==> src/rtl/int_res_mem_arbiter.sv <==
// int_res_mem_arbiter
//   Round-robin arbiter and access sequencer for the 4-bank intermediate-result
//   memory. A granted request is latched, range-checked, and decoded from a flat
//   word address into bank select plus bank-local address. Double-width (2 word)
//   accesses become two back-to-back single-word accesses. The upper half is at
//   addr and the lower half is at addr+1.
//
// Ports
//   clk, rst_n   clock, asynchronous active-low reset
//   req_valid    per-requester request pending
//   req_write    per-requester 1 = write, 0 = read
//   req_width    per-requester 0 = single, 1 = double width
//   req_addr     per-requester flat word address (slice k)
//   req_wdata    per-requester write data (slice k); single uses low N_STO bits
//   grant        one-cycle pulse, request k accepted (combinational in IDLE)
//   rsp_valid    one-cycle pulse, rsp_rdata valid for requester k
//   rsp_rdata    shared read-data bus, held until the next response
//   err          one-cycle pulse with grant, request out of range
//   mem_en       bank chip enables, zero or one-hot
//   mem_we       write enable for the enabled bank
//   mem_addr     bank-local word address
//   mem_wdata    write word
//   mem_rdata    all banks' read data, valid the cycle after mem_en
module int_res_mem_arbiter #(
    parameter int unsigned N_REQ       = 4,
    parameter int unsigned BANK_WORDS  = 14336,
    parameter int unsigned NUM_BANKS   = 4,
    parameter int unsigned ADDR_W      = 16,
    parameter int unsigned BANK_ADDR_W = 14,
    parameter int unsigned N_STO       = 15
) (
    input  logic                        clk,
    input  logic                        rst_n,
    input  logic [N_REQ-1:0]            req_valid,
    input  logic [N_REQ-1:0]            req_write,
    input  logic [N_REQ-1:0]            req_width,
    input  logic [N_REQ*ADDR_W-1:0]     req_addr,
    input  logic [N_REQ*2*N_STO-1:0]    req_wdata,
    output logic [N_REQ-1:0]            grant,
    output logic [N_REQ-1:0]            rsp_valid,
    output logic [2*N_STO-1:0]          rsp_rdata,
    output logic                        err,
    output logic [NUM_BANKS-1:0]        mem_en,
    output logic                        mem_we,
    output logic [BANK_ADDR_W-1:0]      mem_addr,
    output logic [N_STO-1:0]            mem_wdata,
    input  logic [NUM_BANKS*N_STO-1:0]  mem_rdata
);

    localparam int unsigned IDX_W  = (N_REQ > 1) ? $clog2(N_REQ) : 1;
    localparam int unsigned IW1    = IDX_W + 1;
    localparam int unsigned BANK_W = (NUM_BANKS > 1) ? $clog2(NUM_BANKS) : 1;
    localparam int unsigned AW1    = ADDR_W + 1;
    localparam int unsigned LAST_W = NUM_BANKS * BANK_WORDS - 1;

    localparam logic [2:0] IDLE = 3'd0;
    localparam logic [2:0] ACC0 = 3'd1;
    localparam logic [2:0] ACC1 = 3'd2;
    localparam logic [2:0] WAIT = 3'd3;
    localparam logic [2:0] RESP = 3'd4;

    logic [2:0]           state_q;
    logic [IDX_W-1:0]     ptr_q;
    logic [IDX_W-1:0]     idx_q;
    logic                 write_q;
    logic                 double_q;
    logic [ADDR_W-1:0]    addr_q;
    logic [2*N_STO-1:0]   wdata_q;
    logic [BANK_W-1:0]    acc_bank_q;
    logic [N_STO-1:0]     word0_q;
    logic [2*N_STO-1:0]   rsp_rdata_q;

    // ---------------- arbitration ----------------
    logic                 win_found;
    logic [IDX_W-1:0]     win_idx;
    logic [IW1-1:0]       cand_sum;
    logic [IDX_W-1:0]     cand;

    always_comb begin
        win_found = 1'b0;
        win_idx   = '0;
        cand_sum  = '0;
        cand      = '0;
        for (int unsigned i = 0; i < N_REQ; i++) begin
            cand_sum = {1'b0, ptr_q} + IW1'(i);
            if (cand_sum >= IW1'(N_REQ))
                cand_sum = cand_sum - IW1'(N_REQ);
            cand = cand_sum[IDX_W-1:0];
            if (!win_found && req_valid[cand]) begin
                win_found = 1'b1;
                win_idx   = cand;
            end
        end
    end

    logic                 sel_write;
    logic                 sel_double;
    logic [ADDR_W-1:0]    sel_addr;
    logic [2*N_STO-1:0]   sel_wdata;
    logic [AW1-1:0]       sel_last;
    logic                 sel_oor;
    logic                 arb_fire;

    always_comb begin
        sel_write  = req_write[win_idx];
        sel_double = req_width[win_idx];
        sel_addr   = req_addr[win_idx*ADDR_W +: ADDR_W];
        sel_wdata  = req_wdata[win_idx*2*N_STO +: 2*N_STO];
        sel_last   = {1'b0, sel_addr} + AW1'(sel_double);
        sel_oor    = sel_last > AW1'(LAST_W);
        // Gated with rst_n so grant/err are quiet while reset is held.
        arb_fire   = rst_n && (state_q == IDLE) && win_found;
    end

    always_comb begin
        grant = '0;
        if (arb_fire)
            grant[win_idx] = 1'b1;
        err = arb_fire && sel_oor;
    end

    // ---------------- address decode (compare chain) ----------------
    logic                 acc_active;
    logic [AW1-1:0]       cur_word;
    logic [AW1-1:0]       cur_base;
    logic [BANK_W-1:0]    cur_bank;
    logic [AW1-1:0]       cur_off;

    always_comb begin
        acc_active = (state_q == ACC0) || (state_q == ACC1);
        cur_word   = {1'b0, addr_q} + AW1'(state_q == ACC1);
        cur_bank   = '0;
        cur_base   = '0;
        for (int unsigned b = 1; b < NUM_BANKS; b++) begin
            if (cur_word >= AW1'(b * BANK_WORDS)) begin
                cur_bank = BANK_W'(b);
                cur_base = AW1'(b * BANK_WORDS);
            end
        end
        cur_off = cur_word - cur_base;
    end

    always_comb begin
        mem_en    = '0;
        mem_we    = 1'b0;
        mem_addr  = '0;
        mem_wdata = '0;
        if (acc_active) begin
            mem_en[cur_bank] = 1'b1;
            mem_we           = write_q;
            mem_addr         = cur_off[BANK_ADDR_W-1:0];
            if (write_q)
                mem_wdata = (state_q == ACC0 && double_q) ? wdata_q[2*N_STO-1:N_STO]
                                                          : wdata_q[N_STO-1:0];
        end
    end

    // Read word from the bank that was enabled in the previous cycle.
    logic [N_STO-1:0] rd_word;
    always_comb rd_word = mem_rdata[acc_bank_q*N_STO +: N_STO];

    always_comb begin
        rsp_valid = '0;
        if (state_q == RESP)
            rsp_valid[idx_q] = 1'b1;
        rsp_rdata = rsp_rdata_q;
    end

    // ---------------- sequencer ----------------
    always_ff @(posedge clk or negedge rst_n) begin
        if (!rst_n) begin
            state_q     <= IDLE;
            ptr_q       <= '0;
            idx_q       <= '0;
            write_q     <= 1'b0;
            double_q    <= 1'b0;
            addr_q      <= '0;
            wdata_q     <= '0;
            acc_bank_q  <= '0;
            word0_q     <= '0;
            rsp_rdata_q <= '0;
        end else begin
            case (state_q)
                IDLE: begin
                    if (win_found) begin
                        ptr_q    <= (win_idx == IDX_W'(N_REQ - 1)) ? '0 : win_idx + 1'b1;
                        idx_q    <= win_idx;
                        write_q  <= sel_write;
                        double_q <= sel_double;
                        addr_q   <= sel_addr;
                        wdata_q  <= sel_wdata;
                        if (!sel_oor) begin
                            state_q <= ACC0;
                        end else if (!sel_write) begin
                            rsp_rdata_q <= '0;
                            state_q     <= RESP;
                        end
                    end
                end
                ACC0: begin
                    acc_bank_q <= cur_bank;
                    if (double_q)
                        state_q <= ACC1;
                    else if (write_q)
                        state_q <= IDLE;
                    else
                        state_q <= WAIT;
                end
                ACC1: begin
                    acc_bank_q <= cur_bank;
                    if (!write_q)
                        word0_q <= rd_word;
                    state_q <= write_q ? IDLE : WAIT;
                end
                WAIT: begin
                    rsp_rdata_q <= double_q ? {word0_q, rd_word}
                                            : {{N_STO{rd_word[N_STO-1]}}, rd_word};
                    state_q <= RESP;
                end
                RESP: state_q <= IDLE;
                default: state_q <= IDLE;
            endcase
        end
    end

endmodule

==> config.mk <==
export PLATFORM = sky130hd
export DESIGN_NAME = int_res_mem_arbiter
export DESIGN_NICKNAME = d
export VERILOG_FILES = /design/src/rtl/int_res_mem_arbiter.sv
export SDC_FILE = /design/constraint.sdc
export NUM_CORES = 1
export LEC_CHECK = 0
export ABC_CLOCK_PERIOD_IN_PS = 6550
export BUFFER_PORTS_ARGS = -buffer_cell sky130_fd_sc_hd__buf_2
export CAP_MARGIN = 20
export CORE_ASPECT_RATIO = 0.8
export CORE_MARGIN = 5
export CORE_UTILIZATION = 23
export DETAILED_ROUTE_END_ITERATION = 16
export MAX_ROUTING_LAYER = met4
export PLACE_DENSITY_LB_ADDON = 0.12
export SETUP_SLACK_MARGIN = 0.05
export SLEW_MARGIN = 15
export SYNTH_ARGS = -nofsm -noshare
export SYNTH_HDL_FRONTEND = slang
export SYNTH_SLANG_ARGS = --single-unit
export TNS_END_PERCENT = 5
==> constraint.sdc <==
create_clock -name clk -period 6.55 [get_ports clk]
set_clock_uncertainty 0.15 [all_clocks]
set_input_delay 1.31 -clock clk [delete_from_list [all_inputs] [get_ports clk]]
set_output_delay 1.31 -clock clk [all_outputs]
set_load 0.02 [all_outputs]
==> impl_metrics.py <==
metrics = {
    "clock_network": {
        "cts_hold_buffers": 0,
        "ctsLongestPathBuffers": 2,
        "post_cts_resized": 0,
        "cts_buffers": 9,
        "cts_tree": "built",
        "htree_levels": 3,
        "clk-insertion-delay-late_ns": 0.36,
        "root_buffer": "clkbuf_16",
        "clk_pin_slew_ns": 0.07,
        "cts.sinks": 102,
        "postCtsSetupBuffers": 0,
    },
    "synth": {
        "yosysTopAreaCell": "dfrtp_1",
        "synth.area.top_cells": "dfrtp_1, nand2_1, nand3_1",
        "synth_async_sr_flop_share_pct": 100,
        "synthTopCellsByCount": "nand2_1, nand3_1, dfrtp_1, o21ai_0, clkbuf_1",
        "synthMuxAreaShare_pct": 10.5,
        "synthSimpleGateAreaFrac_pct": 29.1,
        "synth.distinct_cells": 62,
        "syn_avg_cell_area_um2": 7.74,
        "seq_area_frac_synth_pct": 35.0,
        "synth_top_family_by_area": "simple AND/OR/NAND/NOR gates",
        "synthXorXnorAreaFrac_pct": 1.80,
        "syn_area_um2": 7300,
        "ys.flop_type": "dfrtp_1",
        "yosysMostFrequentCell": "nand2_1",
        "synth_fa_ha_area_share_pct": 1.82,
        "synthCells": 942,
        "synth_edf_count": 0,
        "ys_ff_latch": 102,
        "synth_top_area_share_pct": 35.0,
        "syn_nets": 1210,
        "synth-compound-area-share_pct": 16.7,
        "yosysWarningCount": 0,
    },
    "placed_design": {
        "io_buffers": 330,
        "place.gp.congestion": 0.830,
        "dpl.hpwl_um": 22400,
        "placed_cells": 1631,
        "dpl_worst_slack_ns": 0.669,
    },
    "power": {
        "powerDensity_nw_per_um2": 468,
        "vdd_drop_max_mv": 0.199,
        "p_leak_uw": 0.00464,
    },
    "timing": {
        "final_hold_viol_count": 0,
        "fin_crit_ns": 5.90,
        "final.setup.tns_ns": 0,
        "rsz0062_at_grt": "false",
        "period_share_pct": 90.0,
        "worst_slew_pin_slew_ns": 1.01,
        "finalSetupViolations": 0,
        "setup_ws_ns": 0.652,
        "max_freq_ghz": 0.170,
        "slew_violations": 0,
        "slew_headroom_pct": 32.5,
    },
    "die": {
        "start_util_pct": 23.3,
        "die_h_um": 169,
        "ios": 331,
        "core_area_um2": 31400,
        "fp.dieW_um": 209,
        "num_rows": 58,
        "dieArea_um2": 35400,
    },
    "global_routing": {
        "grt_pass1_vias": 8014,
        "grt-ovfl-total": 0,
        "antenna_found_initial": 3,
        "grt_usage_pct": 16.6,
        "grt_pass1_wl_um": 45700,
        "grt_max_degree": 93,
    },
    "drt": {
        "wl_per_cell_um": 17.8,
        "drc": 0,
        "vias": 7826,
        "antenna_left": 0,
        "initialDrtViolationCount": 410,
        "routed_wirelength_um": 29300,
        "firstDrtPassIters": 6,
        "viasPerCell": 4.75,
    },
    "worst_setup_path": {
        "crit_top_cell": "buf_2",
        "worst-path-buf-inv": 3,
        "cp_slowest_cell": "or4_1",
        "r2r-start": "ptr_q[1]",
        "worstPathRequired_ns": 5.09,
        "crit_family": "simple AND/OR/NAND/NOR gates",
        "crit_arrival_ns": 4.44,
        "cp_cell_sequence": "buf_2, nor2b_4, nor2b_1, nor3_4, buf_4, o2111ai_1, or4_1, o31a_1, o2111a_1, buf_2",
        "startpoint": "req_valid[2]",
        "end_kind": "output pin",
        "crit_type": "in2out",
        "start_kind": "primary input",
        "path_max_fanout": 59,
        "slowest_delay_ns": 0.64,
    },
    "worst_hold_path": {
        "hold_start": "wdata_q[5]",
        "holdCritPathClass": "reg2reg",
    },
    "cells_and_area": {
        "utilization_pct": 30.7,
        "final_nets": 1490,
        "drive_gt1_share_pct": 34.3,
        "syn_to_final_growth_pct": 31.9,
        "fin_cells": 1647,
    },
    "outcome": {
        "status": "complete, no violations",
    },
    "flow_run": {
        "drv_cap": 0,
    },
}
[cell families after synthesis]
family | count (synthesis)
AOI/OAI and AO/OA | 196
xor gates and xnor gates | 15
adders and majority gates | 10
buffers and inverters | 88
DFF | 102
muxes | 55
and+or+nand+nor | 476
[report_power, final]
part	switching, µW	internal (µW)	leakage, µW
logic	1680	980	0.00324
registers	279	958	0.00124
clock network	270	341	0.000161
total	2230	2280	0.00464
[worst min-delay path, stage by stage (launching register included)]
cell and delay, ns:
dfrtp_1 0.35, nand2_1 0.04, o21ai_0 0.06
[registers in the layout (all words and copies together), names as in the netlist]
register and count:
double_q 1, ptr_q 2, state_q 3, write_q 1, addr_q 16, acc_bank_q 2
idx_q 2, word0_q 15, wdata_q 30, rsp_rdata 30
[through the flow]
step | hold WS, ns | power (µW) | cell area, µm²
finish | 0.333 | 4510 | 9630
global route | 0.364 | 4960 | 9630
floorplan | 0.300 | 3070 | 7300
detailed placement | 0.321 | 3960 | 9290
CTS | 0.338 | 4600 | 9620
global placement | 0.311 | 3950 | 9290
[layout make-up]
type / instances / area, µm²
inverter: 9 / 33.8
clock buffer: 9 / 225
sequential: 102 / 2550
timing repair buffer: 348 / 1790
multi-input combinational: 752 / 4390
tap: 420 / 526
clock inverter: 6 / 105
antenna: 1 / 2.50
fill: 3472 / 21700
[routing by layer]
layer	track usage, %	share of wire (%)	up-vias
li1	-	-	3859
met4	2.38	0.70	0
met2	26.8	48	217
met5	-	0	-
met1	22.1	46	3733
met3	3.66	5.4	17
[placed cells by master (no fill, tap or decap), types with 4 or more instances in the layout]
cell       instances
nand2_1          282
mux2i_1           19
o21ai_0           82
nor2_1            22
mux4_2            15
buf_2            329
and2_1             5
nor3_1             9
and3_1            16
buf_4             19
xor2_1             7
ha_1               9
a21oi_1           43
clkbuf_16          9
nand3_1          106
mux2_2            21
xnor2_1            8
a31o_2             5
nor2b_1            4
a211oi_1          38
inv_1              7
dfrtp_1          102
nand4_1            8
[final timing paths]
check	depth (start not counted)	to	slack, ns
setup reg to reg	14	rsp_rdata[15]	2.69
hold / removal	2	wdata_q[5]	0.33
min in group asynchronous	1	addr_q[15]	0.81
setup / recovery	10	err	0.65
hold reg to reg	2	wdata_q[5]	0.33
max in group asynchronous	3	wdata_q[13]	4.00
Note: power is estimated with default switching activity, not from simulation.
